## config.mk

```make
export PLATFORM = sky130hd
export DESIGN_NAME = pri_cpi_timing_gen
export DESIGN_NICKNAME = d
export VERILOG_FILES = /design/src/rtl/pri_cpi_timing_gen.sv
export SDC_FILE = /design/constraint.sdc
export NUM_CORES = 1
export LEC_CHECK = 0
export CAP_MARGIN = 20
export CORE_ASPECT_RATIO = 0.75
export CORE_MARGIN = 1
export CORE_UTILIZATION = 57
export CTS_CLUSTER_SIZE = 30
export DETAILED_ROUTE_END_ITERATION = 8
export GPL_ROUTABILITY_DRIVEN = 0
export HOLD_SLACK_MARGIN = 0.03
export PLACE_DENSITY_LB_ADDON = 0.05
export SYNTH_ARGS = -nofsm -noshare
export SYNTH_HDL_FRONTEND = slang
export SYNTH_SLANG_ARGS = --single-unit
```

## constraint.sdc

```tcl
create_clock -name clk -period 5.5 [get_ports clk]
set_input_delay 0.825 -clock clk [delete_from_list [all_inputs] [get_ports clk]]
set_output_delay 0.825 -clock clk [all_outputs]
set_load 0.005 [all_outputs]
```

## src/rtl/pri_cpi_timing_gen.sv

```systemverilog
// PRI/CPI radar timing generator: PRI/CPI strobes, pulse windows and ping-pong buffer select,
// driven from per-CPI shadow configuration with graceful stop and single-CPI operation.
module pri_cpi_timing_gen #(
    parameter int CNT_W   = 16,
    parameter int WT_W    = 3,
    parameter int MIN_PRI = 4
) (
    input  logic             clk,
    input  logic             rstn,
    input  logic             i_Enable,
    input  logic             i_Single_CPI,
    input  logic [CNT_W-1:0] i_PRI_Width,
    input  logic [CNT_W-1:0] i_CPI_Width,
    input  logic [CNT_W-1:0] i_Pulse_Width,
    input  logic [WT_W-1:0]  i_Waveform_Type,
    output logic             o_PRI_p,
    output logic             o_CPI_p,
    output logic             o_PRI_Internal,
    output logic             o_CPI_Internal,
    output logic             o_First_PRI,
    output logic             o_SRIO_Mem_Sel,
    output logic [WT_W-1:0]  o_Waveform_Type,
    output logic [CNT_W-1:0] o_PRI_Idx,
    output logic [CNT_W-1:0] o_CPI_Cnt,
    output logic             o_Busy
);

    typedef enum logic [2:0] {IDLE, ARM, PRIME, RUN, STOP} state_e;

    localparam logic [CNT_W-1:0] MinPriW = CNT_W'(MIN_PRI);
    localparam logic [CNT_W-1:0] OneW    = CNT_W'(1);

    state_e           state_q, state_d;
    logic [CNT_W-1:0] pri_cnt_q, pri_cnt_d, pri_idx_q, pri_idx_d, cpi_cnt_q, cpi_cnt_d;
    logic [CNT_W-1:0] pri_w_q, pri_w_d, cpi_w_q, cpi_w_d, pulse_w_q, pulse_w_d;
    logic [WT_W-1:0]  wt_q, wt_d;
    logic             mem_sel_q, mem_sel_d, need_low_q, need_low_d;
    logic             pri_p_q, pri_p_d, cpi_p_q, cpi_p_d, pri_int_q, pri_int_d;
    logic             cpi_int_q, cpi_int_d, first_pri_q, first_pri_d, busy_q, busy_d;

    logic [CNT_W-1:0] pri_w_in, cpi_w_in, pulse_w_in;
    logic             in_cpi, end_pri, end_cpi, start_cpi;

    always_comb begin
        pri_w_in   = (i_PRI_Width < MinPriW) ? MinPriW : i_PRI_Width;
        cpi_w_in   = (i_CPI_Width == '0) ? OneW : i_CPI_Width;
        pulse_w_in = (i_Pulse_Width > pri_w_in - OneW) ? pri_w_in - OneW : i_Pulse_Width;
    end

    // A new CPI follows the last clock of the previous one without a gap unless stopping.
    always_comb begin
        in_cpi    = (state_q == RUN) || (state_q == STOP);
        end_pri   = in_cpi && (pri_cnt_q == pri_w_q - OneW);
        end_cpi   = end_pri && (pri_idx_q == cpi_w_q - OneW);
        start_cpi = (state_q == PRIME) || (end_cpi && i_Enable && !i_Single_CPI);
    end

    always_ff @(posedge clk) begin
        if (!rstn) state_q <= IDLE;
        else       state_q <= state_d;
    end

    always_comb begin
        state_d = state_q;
        case (state_q)
            IDLE:      if (i_Enable && !need_low_q) state_d = ARM;
            ARM:       state_d = PRIME;
            PRIME:     state_d = i_Enable ? RUN : STOP;
            RUN, STOP: begin
                if (end_cpi && (!i_Enable || i_Single_CPI)) state_d = IDLE;
                else                                         state_d = i_Enable ? RUN : STOP;
            end
            default:   state_d = IDLE;
        endcase
    end

    always_comb begin
        pri_cnt_d   = pri_cnt_q;
        pri_idx_d   = pri_idx_q;
        cpi_cnt_d   = end_cpi ? cpi_cnt_q + OneW : cpi_cnt_q;
        pri_w_d     = pri_w_q;
        cpi_w_d     = cpi_w_q;
        pulse_w_d   = pulse_w_q;
        wt_d        = wt_q;
        mem_sel_d   = mem_sel_q;
        need_low_d  = need_low_q;
        pri_p_d     = 1'b0;
        cpi_p_d     = 1'b0;
        pri_int_d   = 1'b0;
        cpi_int_d   = 1'b0;
        first_pri_d = 1'b0;
        busy_d      = (state_d != IDLE);
        // Single-CPI completion blocks restart until the enable has been seen low.
        if (!i_Enable)                    need_low_d = 1'b0;
        else if (end_cpi && i_Single_CPI) need_low_d = 1'b1;
        if (start_cpi) begin
            pri_w_d     = pri_w_in;
            cpi_w_d     = cpi_w_in;
            pulse_w_d   = pulse_w_in;
            wt_d        = i_Waveform_Type;
            mem_sel_d   = ~mem_sel_q;
            pri_cnt_d   = '0;
            pri_idx_d   = '0;
            pri_p_d     = 1'b1;
            cpi_p_d     = 1'b1;
            pri_int_d   = (pulse_w_in != '0);
            cpi_int_d   = 1'b1;
            first_pri_d = 1'b1;
        end else if (in_cpi && !end_cpi) begin
            cpi_int_d = 1'b1;
            if (end_pri) begin
                pri_cnt_d = '0;
                pri_idx_d = pri_idx_q + OneW;
                pri_p_d   = 1'b1;
                pri_int_d = (pulse_w_q != '0);
            end else begin
                pri_cnt_d   = pri_cnt_q + OneW;
                pri_int_d   = (pri_cnt_q + OneW) < pulse_w_q;
                first_pri_d = (pri_idx_q == '0);
            end
        end
    end

    always_ff @(posedge clk) begin
        if (!rstn) begin
            pri_cnt_q   <= '0;
            pri_idx_q   <= '0;
            cpi_cnt_q   <= '0;
            pri_w_q     <= '0;
            cpi_w_q     <= '0;
            pulse_w_q   <= '0;
            wt_q        <= '0;
            mem_sel_q   <= 1'b0;
            need_low_q  <= 1'b0;
            pri_p_q     <= 1'b0;
            cpi_p_q     <= 1'b0;
            pri_int_q   <= 1'b0;
            cpi_int_q   <= 1'b0;
            first_pri_q <= 1'b0;
            busy_q      <= 1'b0;
        end else begin
            pri_cnt_q   <= pri_cnt_d;
            pri_idx_q   <= pri_idx_d;
            cpi_cnt_q   <= cpi_cnt_d;
            pri_w_q     <= pri_w_d;
            cpi_w_q     <= cpi_w_d;
            pulse_w_q   <= pulse_w_d;
            wt_q        <= wt_d;
            mem_sel_q   <= mem_sel_d;
            need_low_q  <= need_low_d;
            pri_p_q     <= pri_p_d;
            cpi_p_q     <= cpi_p_d;
            pri_int_q   <= pri_int_d;
            cpi_int_q   <= cpi_int_d;
            first_pri_q <= first_pri_d;
            busy_q      <= busy_d;
        end
    end

    assign o_PRI_p         = pri_p_q;
    assign o_CPI_p         = cpi_p_q;
    assign o_PRI_Internal  = pri_int_q;
    assign o_CPI_Internal  = cpi_int_q;
    assign o_First_PRI     = first_pri_q;
    assign o_SRIO_Mem_Sel  = mem_sel_q;
    assign o_Waveform_Type = wt_q;
    assign o_PRI_Idx       = pri_idx_q;
    assign o_CPI_Cnt       = cpi_cnt_q;
    assign o_Busy          = busy_q;

endmodule

```

Word level (Yosys, flattened, before mapping). Index checks and enable logic that the tools add are counted. Widths: inputs -> output; s select.

Flip-flop bits (word level): 110. Input bits: 55. Output and inout bits: 42. Word-level logic and storage cells: 78.

$add $sub $neg: 6. Magnitude comparators: 3. Eq/ne operators: 6. Mux-type cells: 20. Bitwise logic cells: 2. Reduce and logical (&&, ||, !) cells: 25.

Operators by type and width (count): $mux 16 (4); $add 16x1->16 const B (3); $sub 16x1->16 const B (3); $eq 16x16->1 (2); $logic_not 16->1 (2); $reduce_bool 16->1 (2); $gt 16x16->1 (1); $lt 16x16->1 (1); $lt 16x3->1 const B (1); $mux 1 (12); $pmux 3 s4 (1); $mux 3 (3); $logic_and 1x1->1 (8); $eq 3x2->1 const B (2); $logic_not 1->1 (4); $reduce_and 2->1 (2); $reduce_or 2->1 (2); $eq 3x1->1 const B (1); $eq 3x3->1 const B (1); $logic_not 3->1 (1); $logic_or 1x1->1 (3); $reduce_bool 3->1 (1); $not 1->1 (2).

Longest topological paths before layout.
Word-level depth: 8. Depth in mapped cells: 20. Gate-level depth less buffers: 18.

Worst setup path after synthesis. No wires, ideal clock.

Kind: input port to flip-flop. Start: input port i_PRI_Width[7]. End: register pulse_w_q[5]. Setup time: 0.072 ns. Arrival: 4.804 ns. Path slack: 0.625 ns. Stages on the path: 19. Path buffers: 2. Cells stage by stage: nor3_1 > and4_1 > clkbuf_1 > nand2_1 > nand2_1 > ha_1 > nand2_1 > or4_1 > xor2_1 > ha_1 > nand4_1 > or3_1 > a21o_1 > o211ai_1 > o21a_1 > clkbuf_1 > nor2_1 > a211o_1 > mux2i_1.

Word-level cells in the longest chain between the ends: 5.

Ends and longest elaborated chain: start, declared (RTL line 12) `input logic [CNT_W-1:0] i_PRI_Width,`; $lt 16x3->1 (RTL line 45) `pri_w_in = (i_PRI_Width < MinPriW) ? MinPriW : i_PRI_Width;`; $mux 16 * (RTL line 45); $sub 16x1->16 * (RTL line 47) `pulse_w_in = (i_Pulse_Width > pri_w_in - OneW) ? pri_w_in - OneW : i_Pulse_Width;`; $gt 16x16->1 (RTL line 47); $mux 16 * (RTL line 47); end signal, assigned (RTL line 147) `pulse_w_q <= pulse_w_d;`; end, declared (RTL line 35) `logic [CNT_W-1:0] pri_w_q, pri_w_d, cpi_w_q, cpi_w_d, pulse_w_q, pulse_w_d;`.

Mark *: on every way between the ends. The rest lies on a longest branch, timed or not. A chain may end at the register's enable or synchronous reset.

Worst setup path in the final report.
Start: input port i_PRI_Width[8]. End: register pulse_w_q[2].

The elaborated chain is that of the path after synthesis.

==> results.rst <==
.. list-table::
   :header-rows: 1

   * - Metric
     - Value
   * - Count of hold-fix buffers inserted at cts
     - 0
   * - Global-route wire length before repair
     - ~32000 µm
   * - CTS Root Buffer Type
     - sky130_fd_sc_hd__clkbuf_16
   * - Post-detailed-route count of antenna-violating nets
     - 0
   * - TritonCTS clock tree
     - yes
   * - Fraction of synthesized cell area taken by the top area cell type
     - 29.0%
   * - Total chip power
     - between 0.0015 and 0.002 W
   * - Largest delay contributor family on the critical path
     - simple AND/OR/NAND/NOR gates
   * - Maximum clock frequency
     - roughly 200 MHz
   * - Post_cts resized
     - 0
   * - Number of buffers inserted during clock tree synthesis
     - 9
   * - Transition time at the pin with the least slew margin
     - 1040 ps
   * - Path category of the worst min-delay check
     - flop to flop
   * - # setup viols final
     - 0
   * - Final critical-path share of the clock period
     - between 90 and 100%
   * - Total number of yosys warnings
     - 0
   * - Placement Setup Slack
     - 117 ps
   * - Crit path kind
     - input pin to flop
   * - Hold violation total from the final report
     - 0
   * - Commonest cells in the netlist
     - sky130_fd_sc_hd__nand2_1 (143), sky130_fd_sc_hd__dfxtp_1 (110), sky130_fd_sc_hd__mux2i_1 (64)
   * - Net count after synthesis
     - between 1000 and 1500
   * - Placeable core region
     - ~13000 µm²
   * - Time the worst path needs with I/O delays and setup
     - 5070 ps
   * - Reg2reg setup slack
     - 1550 ps
   * - Flop and latch count out of synthesis
     - 110
   * - Share of async-settable or async-resettable flops after synthesis
     - 0%
   * - Post-Synthesis Cell Area
     - about 7600 µm²
   * - Clock latency of the later-clocked register in the worst-skew pair
     - about 360 ps
   * - Post-detailed-route wirelength per cell
     - ~17 µm
   * - Worst hold margin
     - between 400 and 500 ps
   * - Number of top-level pins
     - a little under 100
   * - Total inserted antenna cells
     - 0
   * - Count of buffers inserted at the top-level ports
     - 96
   * - Number of pins exceeding their max-slew limit in the final report
     - 0
   * - Worst relative slew slack
     - between 30% and 40%
   * - Cell-by-cell trace of the critical path
     - clkdlybuf4s50_1 > nor4_1 > and4_1 > nand2_1 > nand2_1 > ha_1 > nand2_1 > or4_1 > xor2_1 > ha_1 > nand4_1 > or3_1 > a21o_1 > o211ai_1 > o21a_1 > buf_4 > mux2i_1 > nand2_1 > mux2i_1
   * - Initial antenna violation count
     - 0
   * - Residual DRC
     - 0
   * - Fill cell instance count of the final layout
     - about 1100
   * - Worst VDD drop
     - 0.229 mV
   * - Height of the chip
     - 102 µm
   * - Number of distinct library cells after synthesis
     - 70
   * - Max incr delay on CP
     - about 530 ps
   * - Clk pin slew, worst setup/hold paths
     - 70 ps
   * - Chip Width
     - 135 µm
   * - CTS sink cnt
     - 110
   * - Vias
     - approximately 7400
   * - Primary FF master, synth
     - sky130_fd_sc_hd__dfxtp_1
   * - # Max-Cap Violations
     - 0
   * - Part of the Yosys area used for sequential elements
     - slightly below 30%
   * - Row cnt
     - 36
   * - Fraction of layout cells with a size suffix above 1
     - about 4.7%
   * - Dominant cell by count in the synthesized netlist
     - sky130_fd_sc_hd__nand2_1
   * - Buffers inserted during post-CTS setup optimization
     - 0
   * - Result of the run
     - complete, no violations
   * - Nets
     - roughly 1100
   * - Total overflow reported by the global router
     - 0
   * - Element type at the critical path start
     - input pin
   * - Cell with the largest stage delay on the worst path
     - sky130_fd_sc_hd__or4_1
   * - Cell type contributing the most total cell area after synthesis
     - sky130_fd_sc_hd__dfxtp_1
   * - Smallest setup slack after layout
     - ~430 ps
   * - Area of the die
     - roughly 14000 µm²
   * - Layout-stage area growth over the synthesis result
     - 16.9%
   * - Power density of the placed cells
     - 207 nW/µm²
   * - Setup tns final
     - 0 ps
   * - Leading cell types by total area after synthesis
     - sky130_fd_sc_hd__dfxtp_1 (29%), sky130_fd_sc_hd__mux2i_1 (8.4%), sky130_fd_sc_hd__nand2_1 (7.1%), sky130_fd_sc_hd__ha_1 (6.3%), sky130_fd_sc_hd__a21oi_1 (3.6%)
   * - Count of mapped cells out of synthesis
     - around 970
   * - Number of iterations in the first detailed-routing pass
     - 5
   * - Detailed placement HPWL
     - 14800 µm
   * - Largest net degree at the start of global routing
     - between 80 and 90
   * - RSZ-0062 raised after global routing
     - no
   * - Top cell by count, worst path
     - sky130_fd_sc_hd__nand2_1
   * - Area taken by flip-flops and latches
     - roughly 2200 µm²
   * - Post-detailed-route via-to-cell ratio
     - around 6
   * - Worst Clk Skew
     - roughly 9.3 ps
   * - Syn_area_per_cell
     - between 7 and 8 µm²
   * - # H-tree levels
     - 3
   * - Critical path required time
     - about 5800 ps
   * - Maximum buffer depth of the clock tree
     - 2
   * - Crit path buf inv count
     - 2
   * - Number of enable-type register cells in the synthesized netlist
     - 0
   * - Maximum fanout along the worst path
     - 23
   * - GRT Total Usage
     - between 20% and 30%
   * - Effective utilization at floorplan
     - between 50% and 60%
   * - CP Capture Type
     - flop
   * - WL final
     - 20000 µm
   * - Multi-input gate area
     - around 5000 µm²
   * - Worst path arrival time
     - 5360 ps
   * - Via count of the first global-routing pass
     - about 6200
   * - Detailed Route Iter0 Violations
     - about 680
   * - Leakage power of the design
     - 3.60 nW
==> cell families (layout without fill, tap and decap cells) <==
kind of cell               Yosys count  in the layout  synth area share (%)
DFF                                110            110                  29.0
AOI/OAI and AO/OA                  195            195                  16.7
buffers and inverters               94            161                  5.42
muxes                               65             65                  8.59
and+or+nand+nor                    413            413                  28.2
xor gates and xnor gates            51             51                  5.89
adders and majority gates           38             38                  6.27
==> power by group <==
part / switching (W) / internal, W / total [W]
Clock: 0.000311 / 0.000311 / 0.000622
Sequential: 0.0000307 / 0.000818 / 0.000849
Combinational: 0.000201 / 0.000168 / 0.000369
==> stage by stage <==
step / area [µm²] / utilization (%) / std cells
finish: 8870 / 68.4 / 1204
global route: 8870 / 68.4 / 1204
CTS: 8870 / 68.4 / 1204
detailed placement: 8590 / 66.2 / 1188
global placement: 8590 / 66.2 / 1188
floorplan: 7590 / - / 966
==> worst reg2reg max path, cell delays in order, from the launching register on <==
cell and delay, ps:
sky130_fd_sc_hd__dfxtp_1 420, sky130_fd_sc_hd__inv_1 100, sky130_fd_sc_hd__ha_1 350, sky130_fd_sc_hd__or4b_1 660, sky130_fd_sc_hd__o311ai_0 310, sky130_fd_sc_hd__or4_1 140
sky130_fd_sc_hd__and3_1 180, sky130_fd_sc_hd__nor3_1 70, sky130_fd_sc_hd__and4_1 190, sky130_fd_sc_hd__buf_4 230, sky130_fd_sc_hd__a21oi_4 150, sky130_fd_sc_hd__buf_4 750
sky130_fd_sc_hd__mux2i_1 320
==> registers in the layout, indices dropped and copies added, names as in the netlist, 3 cells and up <==
name	count
pri_cnt_q	16
pulse_w_q	16
o_CPI_Cnt	16
o_PRI_Idx	16
state_q	3
pri_w_q	16
cpi_w_q	16
o_Waveform_Type	3
==> layout make-up <==
cell class / instances / area share, %
Timing Repair Buffer: 108 / 11.8
Sequential cell: 110 / 24.8
Multi-Input combinational cell: 762 / 56.3
Inverter: 37 / 1.57
Clock buffer: 10 / 2.58
Tap cell: 171 / 2.41
Clock inverter: 6 / 0.522
==> layer usage <==
layer | wire length [µm] | part of all wire [%] | GRT usage [%]
met1 | 10400 | 52 | 48.0
met2 | 7550 | 38 | 39.1
met3 | 1850 | 9.2 | 5.46
met4 | 210 | 1.1 | 7.35
met5 | 0 | 0 | 0
==> cells in the final DEF, fill, tap and decap left out, types with 20 or more instances in the layout <==
| master | Yosys | routed |
|---|---|---|
| sky130_fd_sc_hd__nand2_1 | 143 | 143 |
| sky130_fd_sc_hd__dfxtp_1 | 110 | 110 |
| sky130_fd_sc_hd__clkdlybuf4s50_1 | 0 | 95 |
| sky130_fd_sc_hd__mux2i_1 | 64 | 64 |
| sky130_fd_sc_hd__a21oi_1 | 55 | 55 |
| sky130_fd_sc_hd__o21ai_0 | 52 | 52 |
| sky130_fd_sc_hd__nor2_1 | 44 | 44 |
| sky130_fd_sc_hd__ha_1 | 38 | 38 |
| sky130_fd_sc_hd__inv_1 | 37 | 37 |
| sky130_fd_sc_hd__nand3_1 | 34 | 34 |
| sky130_fd_sc_hd__xnor2_1 | 29 | 29 |
| sky130_fd_sc_hd__nor3_1 | 26 | 26 |
| sky130_fd_sc_hd__nor4_1 | 25 | 25 |
| sky130_fd_sc_hd__xor2_1 | 22 | 22 |
| sky130_fd_sc_hd__nand4_1 | 20 | 20 |
==> worst paths after layout <==
kind	start	cells past startpoint	to
setup / recovery	i_PRI_Width[8]	19	pulse_w_q[2]
hold / removal	o_Waveform_Type[2]	2	o_Waveform_Type[2]
setup reg to reg	cpi_w_q[0]	12	pulse_w_q[14]
hold reg to reg	o_Waveform_Type[2]	2	o_Waveform_Type[2]
(Power assumes the default switching activity.)
